<file path="src/rtl/vend_dispense_ctrl.sv">
// Dispense sequencer: queues product/change requests from the vending FSM and
// drives the product motor and 5 Rs coin hopper through done/ack handshakes.
module vend_dispense_ctrl #(
    parameter int DEPTH   = 4,
    parameter int TIMEOUT = 255,
    parameter int PULSE_W = 4
) (
    input  logic        clk,
    input  logic        rst,
    input  logic        vend_out,
    input  logic [1:0]  vend_change,
    input  logic        motor_done,
    input  logic        hopper_ack,
    input  logic        fault_clr,
    output logic        motor_en,
    output logic        hopper_pulse,
    output logic        busy,
    output logic        fault,
    output logic        overflow,
    output logic [15:0] vend_count,
    output logic [15:0] coin_count
);

    localparam int AW = $clog2(DEPTH);
    localparam int TW = (TIMEOUT > 1) ? $clog2(TIMEOUT + 1) : 1;
    localparam int PW = (PULSE_W > 1) ? $clog2(PULSE_W) : 1;

    localparam logic [2:0] S_IDLE  = 3'd0;
    localparam logic [2:0] S_VEND  = 3'd1;
    localparam logic [2:0] S_COIN  = 3'd2;
    localparam logic [2:0] S_WAIT  = 3'd3;
    localparam logic [2:0] S_FAULT = 3'd4;

    localparam logic [TW-1:0] TMO_LAST   = TW'(TIMEOUT);
    localparam logic [TW-1:0] TMR_ONE    = TW'(1);
    localparam logic [PW-1:0] PULSE_LAST = PW'(PULSE_W - 1);
    localparam logic [PW-1:0] PCNT_ONE   = PW'(1);
    localparam logic [AW:0]   CNT_FULL   = (AW + 1)'(DEPTH);
    localparam logic [AW:0]   CNT_ONE    = (AW + 1)'(1);
    localparam logic [AW-1:0] PTR_ONE    = AW'(1);

    logic [2:0]    mem_q [DEPTH];
    logic [AW-1:0] wr_ptr_q, wr_ptr_d, rd_ptr_q, rd_ptr_d;
    logic [AW:0]   cnt_q, cnt_d;
    logic          overflow_q, overflow_d;
    logic [2:0]    state_q, state_d;
    logic [TW-1:0] timer_q, timer_d;
    logic [PW-1:0] pcnt_q, pcnt_d;
    logic [1:0]    coins_q, coins_d;
    logic [15:0]   vend_count_q, vend_count_d;
    logic [15:0]   coin_count_q, coin_count_d;

    logic [1:0] req_coins_s;
    logic       req_s, empty_s, full_s, pop_s, push_ok_s, drop_s;
    logic [2:0] head_s;

    // Request decode and FIFO bookkeeping; a full FIFO still accepts when IDLE pops the same cycle
    always_comb begin
        case (vend_change)
            2'b01:   req_coins_s = 2'd1;
            2'b10:   req_coins_s = 2'd2;
            default: req_coins_s = 2'd0;
        endcase
        req_s     = vend_out | (req_coins_s != 2'd0);
        empty_s   = (cnt_q == '0);
        full_s    = (cnt_q == CNT_FULL);
        head_s    = mem_q[rd_ptr_q];
        pop_s     = (state_q == S_IDLE) && !empty_s;
        push_ok_s = req_s && (!full_s || pop_s);
        drop_s    = req_s && full_s && !pop_s;

        wr_ptr_d   = push_ok_s ? (wr_ptr_q + PTR_ONE) : wr_ptr_q;
        rd_ptr_d   = pop_s ? (rd_ptr_q + PTR_ONE) : rd_ptr_q;
        overflow_d = overflow_q | drop_s;
        case ({push_ok_s, pop_s})
            2'b10:   cnt_d = cnt_q + CNT_ONE;
            2'b01:   cnt_d = cnt_q - CNT_ONE;
            default: cnt_d = cnt_q;
        endcase
    end

    // Sequencer next-state; a done/ack in the terminal timer cycle takes priority over the fault
    always_comb begin
        state_d      = state_q;
        timer_d      = timer_q;
        pcnt_d       = pcnt_q;
        coins_d      = coins_q;
        vend_count_d = vend_count_q;
        coin_count_d = coin_count_q;
        case (state_q)
            S_IDLE: begin
                if (pop_s) begin
                    coins_d = head_s[1:0];
                    if (head_s[2]) begin
                        state_d = S_VEND;
                        timer_d = '0;
                    end else begin
                        state_d = S_COIN;
                        pcnt_d  = '0;
                    end
                end else begin
                    state_d = S_IDLE;
                end
            end
            S_VEND: begin
                if (motor_done) begin
                    vend_count_d = vend_count_q + 16'd1;
                    pcnt_d       = '0;
                    state_d      = (coins_q != 2'd0) ? S_COIN : S_IDLE;
                end else if (timer_q == TMO_LAST) begin
                    state_d = S_FAULT;
                end else begin
                    timer_d = timer_q + TMR_ONE;
                end
            end
            S_COIN: begin
                if (pcnt_q == PULSE_LAST) begin
                    state_d = S_WAIT;
                    timer_d = '0;
                end else begin
                    pcnt_d = pcnt_q + PCNT_ONE;
                end
            end
            S_WAIT: begin
                if (hopper_ack) begin
                    coin_count_d = coin_count_q + 16'd1;
                    coins_d      = coins_q - 2'd1;
                    pcnt_d       = '0;
                    state_d      = (coins_q > 2'd1) ? S_COIN : S_IDLE;
                end else if (timer_q == TMO_LAST) begin
                    state_d = S_FAULT;
                end else begin
                    timer_d = timer_q + TMR_ONE;
                end
            end
            S_FAULT: begin
                coins_d = 2'd0;
                state_d = fault_clr ? S_IDLE : S_FAULT;
            end
            default: begin
                state_d = S_IDLE;
            end
        endcase
    end

    // Request storage; entries are never cleared, only the pointers and count reset
    always_ff @(posedge clk) begin
        if (!rst && push_ok_s) begin
            mem_q[wr_ptr_q] <= {vend_out, req_coins_s};
        end
    end

    // State, FIFO control and counter registers
    always_ff @(posedge clk) begin
        if (rst) begin
            wr_ptr_q     <= '0;
            rd_ptr_q     <= '0;
            cnt_q        <= '0;
            overflow_q   <= 1'b0;
            state_q      <= S_IDLE;
            timer_q      <= '0;
            pcnt_q       <= '0;
            coins_q      <= 2'd0;
            vend_count_q <= 16'd0;
            coin_count_q <= 16'd0;
        end else begin
            wr_ptr_q     <= wr_ptr_d;
            rd_ptr_q     <= rd_ptr_d;
            cnt_q        <= cnt_d;
            overflow_q   <= overflow_d;
            state_q      <= state_d;
            timer_q      <= timer_d;
            pcnt_q       <= pcnt_d;
            coins_q      <= coins_d;
            vend_count_q <= vend_count_d;
            coin_count_q <= coin_count_d;
        end
    end

    // Drive outputs decode from flops only so no input can glitch them
    assign motor_en     = (state_q == S_VEND);
    assign hopper_pulse = (state_q == S_COIN);
    assign fault        = (state_q == S_FAULT);
    assign busy         = (state_q != S_IDLE) || (cnt_q != '0);
    assign overflow     = overflow_q;
    assign vend_count   = vend_count_q;
    assign coin_count   = coin_count_q;

endmodule
</file>
<file path="config.mk">
export PLATFORM = sky130hd
export DESIGN_NAME = vend_dispense_ctrl
export DESIGN_NICKNAME = d
export VERILOG_FILES = /design/src/rtl/vend_dispense_ctrl.sv
export SDC_FILE = /design/constraint.sdc
export NUM_CORES = 1
export LEC_CHECK = 0
export CAP_MARGIN = 10
export CORE_ASPECT_RATIO = 1.75
export CORE_MARGIN = 3
export CORE_UTILIZATION = 50
export DETAILED_ROUTE_END_ITERATION = 12
export PLACE_DENSITY = 0.85
export RECOVER_POWER = 100
export SLEW_MARGIN = 20
export SYNTH_ARGS = -nofsm -noshare
export SYNTH_HDL_FRONTEND = slang
export SYNTH_SLANG_ARGS = --single-unit
export TNS_END_PERCENT = 50
</file>
<file path="constraint.sdc">
create_clock -name clk -period 7.45 [get_ports clk]
set_clock_uncertainty 0.15 [all_clocks]
set_input_delay 0.745 -clock clk [delete_from_list [all_inputs] [get_ports clk]]
set_output_delay 0.745 -clock clk [all_outputs]
set_load 0.005 [all_outputs]
</file>
==> flow_summary.json <==
{
  "max_cap_viol_count": 1,
  "antenna_found_initial": 0,
  "slew_headroom_pct": -50.9,
  "via_count": 2639,
  "start_util_pct": 52.7,
  "nets": 416,
  "hp-class": "reg -> reg",
  "die_area_um2": 7720,
  "n_antenna_cell": 0,
  "violations": "max-capacitance violations, max-slew violations",
  "ys_seq_area_share_pct": 45.1,
  "postSynthCellCount": 354,
  "clkSlewWorstSetupHoldPaths_ns": 0.07,
  "cp_slowest_cell": "clkbuf_1",
  "peakVddDrop_v": 0.000120,
  "yosysTopAreaCellShare_pct": 34.3,
  "cpPeakStageDelay_ns": 1.58,
  "crit_required_ns": 7.53,
  "pwr-share-comb_pct": 27.1,
  "clock.fmax_mhz": 292,
  "post-synth-top-count-cell": "nor2_1",
  "io_buffers": 44,
  "arrival_ns": 3.51,
  "cts_tree": "yes",
  "clkLatencyLatePin_ns": 0.34,
  "cts_setup_buffers": 0,
  "async_reset_ff_share_pct": 0,
  "die_y_um": 114,
  "drt_iter0_drc": 214,
  "die_w_um": 67.7,
  "sw_frac_of_total_pct": 32.4,
  "fin_crit_ns": 3.42,
  "grt_start_max_net_pins": 52,
  "dp_hpwl_um": 4870,
  "synthTopCellsByArea": "dfxtp_1 34%, edfxtp_1 11%, xor2_1 6.8%",
  "grt_pass1_vias": 2696,
  "cts-root-buf": "clkbuf_8",
  "yosysWarnings": 0,
  "cp-start-kind": "primary input",
  "synth_cell_types": 58,
  "cp_top_family": "buffers and inverters",
  "cts.sinks": 69,
  "syn_to_final_growth_pct": 18.1,
  "cts_made_buffers": 9,
  "setup_viol": 0,
  "synth_nets": 375,
  "drive_gt1_share_pct": 6.50,
  "synth_ff_type": "dfxtp_1",
  "cts_hold_buf": 0,
  "ant_nets": 0,
  "power_switching_uw": 322,
  "clock_power_share_pct": 26.9,
  "min_period_over_period_pct": 45.9,
  "grt_pass1_wl_um": 11700,
  "drt_wl_total_um": 6770,
  "slew_violations": 52,
  "rsz0062_at_grt": "false",
  "seqPwrFrac_pct": 46.0,
  "routed_via_density": 5.50,
  "synth_edf_count": 12,
  "finalWeightedCongestion": 0.870,
  "worst_pin_slew_ns": 2.26,
  "yosysTopAreaCell": "dfxtp_1",
  "grt_usage_pct": 20.0,
  "p_leak_nw": 1.59,
  "critical_path.max_fanout": 51,
  "post-route-util_pct": 62.2,
  "hold_violations": 0,
  "synth.cell_area_um2": 3330,
  "p_int_uw": 673,
  "critical_path_class": "in -> reg",
  "coreArea_um2": 6320,
  "synth-seq-cells": 69,
  "fin_tns_setup_ns": 0,
  "avgSynthCellArea_um2": 9.41,
  "clockBufferDepth": 2,
  "status": "finished with violations",
  "synth_common_cells": "58 x nor2_1, 57 x dfxtp_1, 26 x xor2_1",
  "drt_drc_violations_left": 0,
  "htree_levels": 3,
  "end_kind": "flop",
  "post_drt_wl_per_cell_um": 14.1,
  "row_count": 38,
  "worst-path-buf-inv": 2,
  "cp_cell_sequence": "clkbuf_1 > inv_1 > and3_1 > a22o_1",
  "grt_overflow_total": 0,
  "powerDensity_nw_per_um2": 253,
  "ctsResizeCount": 0,
  "ios": 45,
  "dr.pass1.iters": 4
}
==> kinds of logic after synthesis <==
family          Yosys count  synth area share, %
compound gates           49                 10.1
xor+xnor                 35                 9.20
fa+ha+maj                13                 5.11
buf+inv                  28                 4.02
flops                    69                 45.1
mux                       8                 3.23
simple gates            152                 23.3
==> stage by stage <==
stage / cell area [µm²] / power (mW) / worst slack, ns / std cells / hold WS, ns
floorplan: 3330 / 0.675 / 5.00 / 354 / 0.295
global placement: 3780 / 0.730 / 4.38 / 464 / 0.313
detailed placement: 3780 / 0.747 / 4.21 / 464 / 0.317
CTS: 3960 / 1.02 / 4.50 / 480 / 0.335
global route: 3940 / 1.07 / 3.78 / 480 / 0.350
finish: 3940 / 0.996 / 4.03 / 480 / 0.330
==> power by group through the flow <==
| stage | combinational, mW | clock [mW] | sequential [mW] |
|---|---|---|---|
| 3_3_place_gp | 0.266 | 0 | 0.464 |
| 5_1_grt | 0.310 | 0.291 | 0.464 |
| 6_report | 0.270 | 0.268 | 0.457 |
| 3_5_place_dp | 0.280 | 0 | 0.467 |
| 2_1_floorplan | 0.224 | 0 | 0.451 |
| 4_1_cts | 0.281 | 0.277 | 0.459 |
==> sequential cells by signal, indices dropped and copies added (netlist names), named ones only <==
name	flops
rd_ptr_q	2
vend_count	16
coins_q	2
mem_q	12
timer_q	8
state_q	3
wr_ptr_q	2
overflow	1
coin_count	16
cnt_q	3
pcnt_q	2
==> layout by cell type (no fill, tap or decap), types with 12 or more instances in the layout <==
cell type / n
nor2_1: 58
dfxtp_1: 57
dlygate4sd3_1: 41
xor2_1: 26
nand2_1: 21
a21oi_1: 19
nand3_1: 16
inv_1: 14
and3_1: 14
ha_1: 12
edfxtp_1: 12
==> metal layers <==
metal	global-route usage (%)	wire (µm)	share of wire [%]	up-vias
li1	-	-	-	1327
met1	23.0	2820	42	1239
met2	33.4	3510	52	56
met3	3.25	226	3.3	17
met4	12.5	208	3.1	0
met5	0	0	0	-
==> worst paths after layout <==
kind                            depth (start not counted)        from    endpoint  slack (ns)
worst max-delay path                                    4         rst  coins_q[0]        4.03
worst min-delay path                                    1   pcnt_q[1]   pcnt_q[1]        0.33
worst max register to register                          8  state_q[0]    cnt_q[2]        4.67
worst min register to register                          1   pcnt_q[1]   pcnt_q[1]        0.33
==> final cells by class <==
| class | instances | area (µm²) |
|---|---|---|
| Inverter | 14 | 52.6 |
| Multi-Input combinational cell | 257 | 1680 |
| Clock buffer | 15 | 166 |
| Fill cell | 561 | 2390 |
| Sequential cell | 69 | 1500 |
| Timing Repair Buffer | 44 | 434 |
| Clock inverter | 1 | 5.00 |
| Tap cell | 80 | 100 |
No activity file was read; power rests on OpenSTA's default activity.
